<file path="config.mk">
export PLATFORM = sky130hd
export DESIGN_NAME = decode_stage_flat
export DESIGN_NICKNAME = d
export VERILOG_FILES = /design/src/rtl/decode_stage_pkg.sv /design/src/rtl/decode_stage_if.sv /design/src/rtl/decode_stage_imm_extend.sv /design/src/rtl/decode_stage.sv /design/src/flat_wrapper.sv
export SDC_FILE = /design/constraint.sdc
export NUM_CORES = 1
export LEC_CHECK = 0
export BUFFER_PORTS_ARGS = -buffer_cell sky130_fd_sc_hd__buf_2
export CORE_AREA = 2 2 130 132
export CTS_BUF_LIST = sky130_fd_sc_hd__clkbuf_2
export CTS_CLUSTER_SIZE = 10
export DETAILED_ROUTE_END_ITERATION = 8
export DIE_AREA = 0 0 132 134
export PLACE_DENSITY_LB_ADDON = 0.1
export REMOVE_ABC_BUFFERS = 1
export SLEW_MARGIN = 20
export SYNTH_ARGS = -nofsm -noshare
export SYNTH_HDL_FRONTEND = slang
export SYNTH_SLANG_ARGS = --single-unit
export TNS_END_PERCENT = 5
</file>
<file path="constraint.sdc">
create_clock -name clk -period 1.7 [get_ports clk]
set_clock_uncertainty 0.2 [all_clocks]
set_input_delay 0.34 -clock clk [delete_from_list [all_inputs] [get_ports clk]]
set_output_delay 0.34 -clock clk [all_outputs]
set_load 0.02 [all_outputs]
</file>
<file path="src/rtl/decode_stage_pkg.sv">
`default_nettype none
// ============================================================================
// Module   : decode_stage_pkg
// Brief    : Opcodes, control encodings and ID/EX control struct for decode.
// Revision : 1.0
// ============================================================================
package decode_stage_pkg;

  localparam logic [6:0] c_op_load   = 7'b0000011;
  localparam logic [6:0] c_op_store  = 7'b0100011;
  localparam logic [6:0] c_op_rtype  = 7'b0110011;
  localparam logic [6:0] c_op_branch = 7'b1100011;
  localparam logic [6:0] c_op_itype  = 7'b0010011;
  localparam logic [6:0] c_op_jal    = 7'b1101111;

  typedef enum logic [1:0] {
    IMM_I = 2'b00,
    IMM_S = 2'b01,
    IMM_B = 2'b10,
    IMM_J = 2'b11
  } imm_src_t;

  typedef enum logic [1:0] {
    RES_ALU = 2'b00,
    RES_MEM = 2'b01,
    RES_PC4 = 2'b10
  } result_src_t;

  typedef enum logic [1:0] {
    ALUOP_ADD   = 2'b00,
    ALUOP_SUB   = 2'b01,
    ALUOP_FUNCT = 2'b10,
    ALUOP_RSVD  = 2'b11
  } alu_op_t;

  typedef enum logic [2:0] {
    ALU_ADD = 3'b000,
    ALU_SUB = 3'b001,
    ALU_AND = 3'b010,
    ALU_OR  = 3'b011,
    ALU_SLT = 3'b101
  } alu_ctrl_t;

  typedef struct packed {
    logic        reg_write;
    result_src_t result_src;
    logic        mem_write;
    logic        jump;
    logic        branch;
    alu_ctrl_t   alu_control;
    logic        alu_src;
  } id_ex_ctrl_t;

  localparam id_ex_ctrl_t c_ctrl_bubble = '0;

endpackage
`default_nettype wire

</file>
<file path="src/rtl/decode_stage_if.sv">
`default_nettype none
// ============================================================================
// Module   : decode_stage_if
// Brief    : D-stage inputs and registered E-stage outputs of the decode stage.
//            FlushE exists only when DECODE_FLUSH_EN is defined.
// Revision : 1.0
// ============================================================================
interface decode_stage_if;
  logic [31:0] InstrD;
  logic [31:0] PCD;
  logic [31:0] PCPlus4D;
  logic [31:0] RD1D;
  logic [31:0] RD2D;
`ifdef DECODE_FLUSH_EN
  logic        FlushE;
`endif
  logic        RegWriteE;
  logic        MemWriteE;
  logic        JumpE;
  logic        BranchE;
  logic        ALUSrcE;
  logic [1:0]  ResultSrcE;
  logic [2:0]  ALUControlE;
  logic [4:0]  RdE;
  logic [31:0] PCE;
  logic [31:0] PCPlus4E;
  logic [31:0] RD1E;
  logic [31:0] RD2E;
  logic [31:0] ImmExtE;

  // master: the fetch/hazard side feeding decode; slave: the decode stage
  modport master (
    output InstrD, PCD, PCPlus4D, RD1D, RD2D,
`ifdef DECODE_FLUSH_EN
    output FlushE,
`endif
    input  RegWriteE, MemWriteE, JumpE, BranchE, ALUSrcE, ResultSrcE,
    input  ALUControlE, RdE, PCE, PCPlus4E, RD1E, RD2E, ImmExtE
  );

  modport slave (
    input  InstrD, PCD, PCPlus4D, RD1D, RD2D,
`ifdef DECODE_FLUSH_EN
    input  FlushE,
`endif
    output RegWriteE, MemWriteE, JumpE, BranchE, ALUSrcE, ResultSrcE,
    output ALUControlE, RdE, PCE, PCPlus4E, RD1E, RD2E, ImmExtE
  );
endinterface
`default_nettype wire

</file>
<file path="src/rtl/decode_stage_imm_extend.sv">
`default_nettype none
// ============================================================================
// Module   : imm_extend
// Brief    : Sign-extends the I/S/B/J immediate selected by imm_src.
// Revision : 1.0
// ============================================================================
module imm_extend
  import decode_stage_pkg::*;
(
  input  logic [31:7] instr,
  input  imm_src_t    imm_src,
  output logic [31:0] imm_ext
);

  always_comb begin
    imm_ext = '0;
    case (imm_src)
      IMM_I:   imm_ext = {{20{instr[31]}}, instr[31:20]};
      IMM_S:   imm_ext = {{20{instr[31]}}, instr[31:25], instr[11:7]};
      IMM_B:   imm_ext = {{20{instr[31]}}, instr[7], instr[30:25], instr[11:8], 1'b0};
      IMM_J:   imm_ext = {{12{instr[31]}}, instr[19:12], instr[20], instr[30:21], 1'b0};
      default: imm_ext = '0;
    endcase
  end

endmodule
`default_nettype wire

</file>
<file path="src/rtl/decode_stage.sv">
`default_nettype none
// ============================================================================
// Module   : decode_stage
// Brief    : Decode (main + ALU decoder, immediate extend) and ID/EX register.
//            Define DECODE_FLUSH_EN to add the FlushE bubble-insert input.
// Revision : 1.0
// ============================================================================
module decode_stage
  import decode_stage_pkg::*;
(
  input  logic           clk,
  input  logic           reset,
  decode_stage_if.slave  bus
);

  logic [6:0]  w_opcode;
  logic [2:0]  w_funct3;
  logic        w_reg_write;
  imm_src_t    w_imm_src;
  logic        w_alu_src;
  logic        w_mem_write;
  result_src_t w_result_src;
  logic        w_branch;
  alu_op_t     w_alu_op;
  logic        w_jump;
  alu_ctrl_t   w_alu_control;
  logic [31:0] w_imm_ext;
  logic        w_flush;
  id_ex_ctrl_t w_ctrl;

  id_ex_ctrl_t r_ctrl;
  logic [4:0]  r_rd;
  logic [31:0] r_pc;
  logic [31:0] r_pc_plus4;
  logic [31:0] r_rd1;
  logic [31:0] r_rd2;
  logic [31:0] r_imm_ext;

  assign w_opcode = bus.InstrD[6:0];
  assign w_funct3 = bus.InstrD[14:12];

  always_comb begin
    w_reg_write  = 1'b0;
    w_imm_src    = IMM_I;
    w_alu_src    = 1'b0;
    w_mem_write  = 1'b0;
    w_result_src = RES_ALU;
    w_branch     = 1'b0;
    w_alu_op     = ALUOP_ADD;
    w_jump       = 1'b0;
    case (w_opcode)
      c_op_load: begin
        w_reg_write  = 1'b1;
        w_alu_src    = 1'b1;
        w_result_src = RES_MEM;
      end
      c_op_store: begin
        w_imm_src   = IMM_S;
        w_alu_src   = 1'b1;
        w_mem_write = 1'b1;
      end
      c_op_rtype: begin
        w_reg_write = 1'b1;
        w_alu_op    = ALUOP_FUNCT;
      end
      c_op_branch: begin
        w_imm_src = IMM_B;
        w_branch  = 1'b1;
        w_alu_op  = ALUOP_SUB;
      end
      c_op_itype: begin
        w_reg_write = 1'b1;
        w_alu_src   = 1'b1;
        w_alu_op    = ALUOP_FUNCT;
      end
      c_op_jal: begin
        w_reg_write  = 1'b1;
        w_imm_src    = IMM_J;
        w_result_src = RES_PC4;
        w_jump       = 1'b1;
      end
      default: ;
    endcase
  end

  // Subtract only for R-type with funct7[5]; I-type addi may have bit 30 set
  always_comb begin
    w_alu_control = ALU_ADD;
    case (w_alu_op)
      ALUOP_SUB: w_alu_control = ALU_SUB;
      ALUOP_FUNCT: begin
        case (w_funct3)
          3'b000:  w_alu_control = (w_opcode[5] & bus.InstrD[30]) ? ALU_SUB : ALU_ADD;
          3'b010:  w_alu_control = ALU_SLT;
          3'b110:  w_alu_control = ALU_OR;
          3'b111:  w_alu_control = ALU_AND;
          default: w_alu_control = ALU_ADD;
        endcase
      end
      default: w_alu_control = ALU_ADD;
    endcase
  end

  imm_extend u_imm_extend (
    .instr   (bus.InstrD[31:7]),
    .imm_src (w_imm_src),
    .imm_ext (w_imm_ext)
  );

  assign w_ctrl = '{
    reg_write:   w_reg_write,
    result_src:  w_result_src,
    mem_write:   w_mem_write,
    jump:        w_jump,
    branch:      w_branch,
    alu_control: w_alu_control,
    alu_src:     w_alu_src
  };

`ifdef DECODE_FLUSH_EN
  assign w_flush = bus.FlushE;
`else
  assign w_flush = 1'b0;
`endif

  always_ff @(posedge clk) begin
    if (reset || w_flush) begin
      r_ctrl     <= c_ctrl_bubble;
      r_rd       <= '0;
      r_pc       <= '0;
      r_pc_plus4 <= '0;
      r_rd1      <= '0;
      r_rd2      <= '0;
      r_imm_ext  <= '0;
    end else begin
      r_ctrl     <= w_ctrl;
      r_rd       <= bus.InstrD[11:7];
      r_pc       <= bus.PCD;
      r_pc_plus4 <= bus.PCPlus4D;
      r_rd1      <= bus.RD1D;
      r_rd2      <= bus.RD2D;
      r_imm_ext  <= w_imm_ext;
    end
  end

  assign bus.RegWriteE   = r_ctrl.reg_write;
  assign bus.MemWriteE   = r_ctrl.mem_write;
  assign bus.JumpE       = r_ctrl.jump;
  assign bus.BranchE     = r_ctrl.branch;
  assign bus.ALUSrcE     = r_ctrl.alu_src;
  assign bus.ResultSrcE  = r_ctrl.result_src;
  assign bus.ALUControlE = r_ctrl.alu_control;
  assign bus.RdE         = r_rd;
  assign bus.PCE         = r_pc;
  assign bus.PCPlus4E    = r_pc_plus4;
  assign bus.RD1E        = r_rd1;
  assign bus.RD2E        = r_rd2;
  assign bus.ImmExtE     = r_imm_ext;

endmodule
`default_nettype wire

</file>
<file path="src/flat_wrapper.sv">
// flat-port wrapper written by rule: the top's interface ports become plain ports
module decode_stage_flat import decode_stage_pkg::*;
  (clk, reset, bus_InstrD, bus_PCD, bus_PCPlus4D, bus_RD1D, bus_RD2D, bus_RegWriteE, bus_MemWriteE, bus_JumpE, bus_BranchE, bus_ALUSrcE, bus_ResultSrcE, bus_ALUControlE, bus_RdE, bus_PCE, bus_PCPlus4E, bus_RD1E, bus_RD2E, bus_ImmExtE);
  decode_stage_if bus_i ();
  input  logic clk;
  input  logic reset;
  input wire logic [$bits(bus_i.InstrD)-1:0] bus_InstrD;
  input wire logic [$bits(bus_i.PCD)-1:0] bus_PCD;
  input wire logic [$bits(bus_i.PCPlus4D)-1:0] bus_PCPlus4D;
  input wire logic [$bits(bus_i.RD1D)-1:0] bus_RD1D;
  input wire logic [$bits(bus_i.RD2D)-1:0] bus_RD2D;
  output wire logic [$bits(bus_i.RegWriteE)-1:0] bus_RegWriteE;
  output wire logic [$bits(bus_i.MemWriteE)-1:0] bus_MemWriteE;
  output wire logic [$bits(bus_i.JumpE)-1:0] bus_JumpE;
  output wire logic [$bits(bus_i.BranchE)-1:0] bus_BranchE;
  output wire logic [$bits(bus_i.ALUSrcE)-1:0] bus_ALUSrcE;
  output wire logic [$bits(bus_i.ResultSrcE)-1:0] bus_ResultSrcE;
  output wire logic [$bits(bus_i.ALUControlE)-1:0] bus_ALUControlE;
  output wire logic [$bits(bus_i.RdE)-1:0] bus_RdE;
  output wire logic [$bits(bus_i.PCE)-1:0] bus_PCE;
  output wire logic [$bits(bus_i.PCPlus4E)-1:0] bus_PCPlus4E;
  output wire logic [$bits(bus_i.RD1E)-1:0] bus_RD1E;
  output wire logic [$bits(bus_i.RD2E)-1:0] bus_RD2E;
  output wire logic [$bits(bus_i.ImmExtE)-1:0] bus_ImmExtE;
  assign bus_i.InstrD = bus_InstrD;
  assign bus_i.PCD = bus_PCD;
  assign bus_i.PCPlus4D = bus_PCPlus4D;
  assign bus_i.RD1D = bus_RD1D;
  assign bus_i.RD2D = bus_RD2D;
  assign bus_RegWriteE = bus_i.RegWriteE;
  assign bus_MemWriteE = bus_i.MemWriteE;
  assign bus_JumpE = bus_i.JumpE;
  assign bus_BranchE = bus_i.BranchE;
  assign bus_ALUSrcE = bus_i.ALUSrcE;
  assign bus_ResultSrcE = bus_i.ResultSrcE;
  assign bus_ALUControlE = bus_i.ALUControlE;
  assign bus_RdE = bus_i.RdE;
  assign bus_PCE = bus_i.PCE;
  assign bus_PCPlus4E = bus_i.PCPlus4E;
  assign bus_RD1E = bus_i.RD1E;
  assign bus_RD2E = bus_i.RD2E;
  assign bus_ImmExtE = bus_i.ImmExtE;
  decode_stage u_core (.clk(clk), .reset(reset), .bus(bus_i));
endmodule
</file>
==> results of run 1 <==
==> through the flow <==
step / setup TNS [ps] / instance area, um2 / setup WS, ps / instances / util
after global placement: -293.3 / 6720 / -165.4 / 940 / 0.4126
after detailed placement: -394.3 / 6720 / -212.8 / 940 / 0.4126
after floorplan: -7810 / 4623 / -650.9 / 369 / -
==> cell families after synthesis <==
family,count (synthesis),synth area share
simple gates,174,0.2359
fa+ha+maj,2,0.005224
buf+inv,33,0.03788
flops,163,0.6813
compound gates,26,0.03971
==> synth_stat cells (all sizes together), types with 3 or more instances <==
library cell	n
nand3	4
dfxtp	163
a21o	8
nor3	3
buf	15
inv	4
nor2	3
nand2	6
nor2b	141
o21ai	5
clkbuf	14
a21oi	5
==> impl_metrics.env, run 1 <==
export IMPL_dieHeight_um=134
export IMPL_async_reset_ff_frac=0
export IMPL_portBuffers=336
export IMPL_yosysUniqueCellTypes=38
export IMPL_cts_htree_levels=4
export IMPL_clock_sinks=163
export IMPL_netlist_instances=398
export IMPL_ys_top_cells_by_area="dfxtp_1, nor2b_1, buf_4"
export IMPL_synth_seq_cells=163
export IMPL_tool_error="[ERROR RSZ-0060] Max buffer count reached."
export IMPL_post_cts_buffers=0
export IMPL_stop_stage="clock tree synthesis"
export IMPL_routabilityCongestion=0.7514
export IMPL_seq_area_frac_synth=0.6813
export IMPL_cts_hold_buf=196
export IMPL_syn_avg_cell_area_um2=12.03
export IMPL_ios=337
export IMPL_synth_top_area_frac=0.6813
export IMPL_num_rows=47
export IMPL_die_w_um=132
export IMPL_synth_area_leader_cell="dfxtp_1"
export IMPL_syn_area_um2=4790
export IMPL_root_buffer="clkbuf_2"
export IMPL_status="aborted with a tool error"
export IMPL_ys_warn_count=0
export IMPL_hpwl_mm=10.50
export IMPL_cts_buffer_depth=2
export IMPL_initial_core_util=0.2940
export IMPL_synth_edf_count=0
export IMPL_synth_top_flop_cell="dfxtp_1"
export IMPL_cts_resized=457
export IMPL_tritoncts_num_buffers=17
==> inputs of run 2 (changes only) <==
CTS_BUF_LIST = unset   (was sky130_fd_sc_hd__clkbuf_2)
CTS_CLUSTER_SIZE = unset   (was 10)
PLACE_DENSITY_LB_ADDON = 0.15   (was 0.1)
clock period = 2.2 ns   (was 1.7 ns; I/O delays follow)
==> impl_metrics.env, run 2 <==
export IMPL_status="finished clean"
export IMPL_clock_sinks=163
export IMPL_setup_violations=0
export IMPL_overflow=0
export IMPL_cts_clk_slew_worst_paths_ps=60
export IMPL_drv_slew=0
export IMPL_wire_per_inst_um=13.91
export IMPL_rsz0062_at_grt="false"
export IMPL_initial_core_util=0.2940
export IMPL_area_growth_pct=51.38
export IMPL_path_cells="buf_2"
export IMPL_routabilityCongestion=0.8083
export IMPL_power_density_nw_per_um2=936.4
export IMPL_synth_edf_count=0
export IMPL_grt_antenna_before_repair=0
export IMPL_postRouteAntennaNets=0
export IMPL_final_cell_mix="buf_2, dfxtp_1, nor2b_1"
export IMPL_synth_commonest_cells="dfxtp_1, nor2b_1, clkbuf_1, buf_4, a21o_1"
export IMPL_leakage_nw=3.673
export IMPL_crit_fanout=12
export IMPL_synth_area_leader_cell="dfxtp_1"
export IMPL_critPathTopFamily="flip-flops"
export IMPL_tritoncts_num_buffers=17
export IMPL_ios=337
export IMPL_max_stage_delay_ps=490
export IMPL_crit_start="u_core.bus.ImmExtE[30]"
export IMPL_finalHoldViolCount=0
export IMPL_cp_num_buf_inv=1
export IMPL_fin_crit_sh=0.8075
export IMPL_drt_iter0_markers=84
export IMPL_layout_nets=895
export IMPL_start_kind="flip-flop"
export IMPL_cts_htree_levels=4
export IMPL_holdPathStages=2
export IMPL_vias_per_cell=4.058
export IMPL_hpwl_mm=10.39
export IMPL_mostFrequentLayoutCell="buf_2"
export IMPL_portBuffers=336
export IMPL_drive_above_1_share=0.5114
export IMPL_netlist_instances=398
export IMPL_wl_mm=13.39
export IMPL_post_cts_buffers=0
export IMPL_die_w_um=132
export IMPL_globalRouteTotalUtil=0.1481
export IMPL_grt_pass1_vias=3921
export IMPL_cts_buffer_depth=2
export IMPL_cpMaxStageDelayCell="dfxtp_1"
export IMPL_dieHeight_um=134
export IMPL_syn_avg_cell_area_um2=12.03
export IMPL_core_area_um2=16290
export IMPL_drcViolationCount=0
export IMPL_tns_ps=0
export IMPL_root_buffer="clkbuf_16"
export IMPL_whs_ps=24.52
export IMPL_num_rows=47
export IMPL_ys_warn_count=0
export IMPL_seq_area_frac_synth=0.6813
export IMPL_yosysMostFrequentCell="dfxtp_1"
export IMPL_cts_tree="done"
export IMPL_arrival_ps=1140
export IMPL_cts_hold_buf=3
export IMPL_max_slew_margin=0.6736
export IMPL_cap_violations=0
export IMPL_first_pass_iters=4
export IMPL_fmax_ghz=0.5629
export IMPL_synth_top_area_frac=0.6813
export IMPL_crit_path_end="bus_ImmExtE[23]"
export IMPL_tightest_slew_ps=489.6
export IMPL_cts_resized=0
export IMPL_fin_crit_ps=1777
export IMPL_async_reset_ff_frac=0
export IMPL_ys_top_cells_by_area="dfxtp_1, nor2b_1, buf_4"
export IMPL_diodes=0
export IMPL_required_ps=1560
export IMPL_synth_top_flop_cell="dfxtp_1"
export IMPL_critical_path_depth=1
export IMPL_synth_seq_cells=163
export IMPL_syn_area_um2=4790
export IMPL_yosysUniqueCellTypes=38
export IMPL_nFillCells=1605
export IMPL_num_vias=3908
export IMPL_hp_class="input pin to flip-flop"
export IMPL_crit_type="flip-flop to output pin"
export IMPL_ir_drop_mv=0.5036
export IMPL_die_area_um2=17690
export IMPL_grt_first_pass_wirelength_mm=20.20
export IMPL_grt_max_degree=71
export IMPL_cp_end_kind="output pin"
==> run 2: report_power, final <==
part,internal [W],switching (W),leakage [nW],total [W]
Combinational,0.000301,0.000415,2.03,0.000715
Clock,0.00177,0.00117,0.284,0.00294
Sequential,0.00310,0.0000338,1.36,0.00314
==> run 2: cell type report <==
type                    instances  area, um2  share of cell area
inverters                       4      15.01            0.002071
repair buffers                343       1757              0.2423
clock inverters                10      125.1             0.01726
clock buffers                  21      470.5             0.06488
multi-input cells             202       1345              0.1855
flip-flops and latches        163       3263              0.4500
well taps                     220      275.3             0.03796
==> run 2: kinds of logic (layout without fill, tap and decap cells) <==
kind of cell	after synthesis	in the layout	share of synthesized area
AND/OR/NAND/NOR	174	174	0.2359
flip-flops	163	163	0.6813
buffers and inverters	33	378	0.03788
AO/OA/AOI/OAI	26	26	0.03971
adder cells (fa/ha/maj)	2	2	0.005224
==> run 2: worst min path at each step <==
stage | from | to | slack, ps
2_1_floorplan | bus_InstrD[4] | u_core.bus.ResultSrcE[0] | 310
3_3_place_gp | bus_InstrD[17] | u_core.bus.ImmExtE[17] | 440
3_5_place_dp | bus_InstrD[18] | u_core.bus.ImmExtE[18] | 440
4_1_cts | bus_PCPlus4D[4] | u_core.bus.PCPlus4E[4] | 0.7
5_1_grt | bus_PCPlus4D[11] | u_core.bus.PCPlus4E[11] | 10
6_report | bus_PCPlus4D[4] | u_core.bus.PCPlus4E[4] | 20
==> run 2: through the flow <==
stage                     total power, W  setup slack (ps)  instance area, um2  cells    util
after floorplan                 0.003541            -250.9                4623    369       -
after global placement          0.003915             178.5                6625    929  0.4067
after detailed placement        0.003923             146.6                6625    929  0.4067
after CTS                       0.006899             384.1                7251    963  0.4451
after global routing            0.007074             338.9                7251    963  0.4451
final                           0.006790             423.4                7251    963  0.4451
==> run 2: per-layer routing <==
metal | vias up | part of all wire | track usage
li1 | 1908 | - | -
met1 | 1756 | 0.39 | 0.1568
met2 | 209 | 0.48 | 0.2462
met3 | 35 | 0.095 | 0.06652
met4 | 0 | 0.035 | 0.08394
met5 | - | 0 | 0
Power figures use the tool's default switching activity.
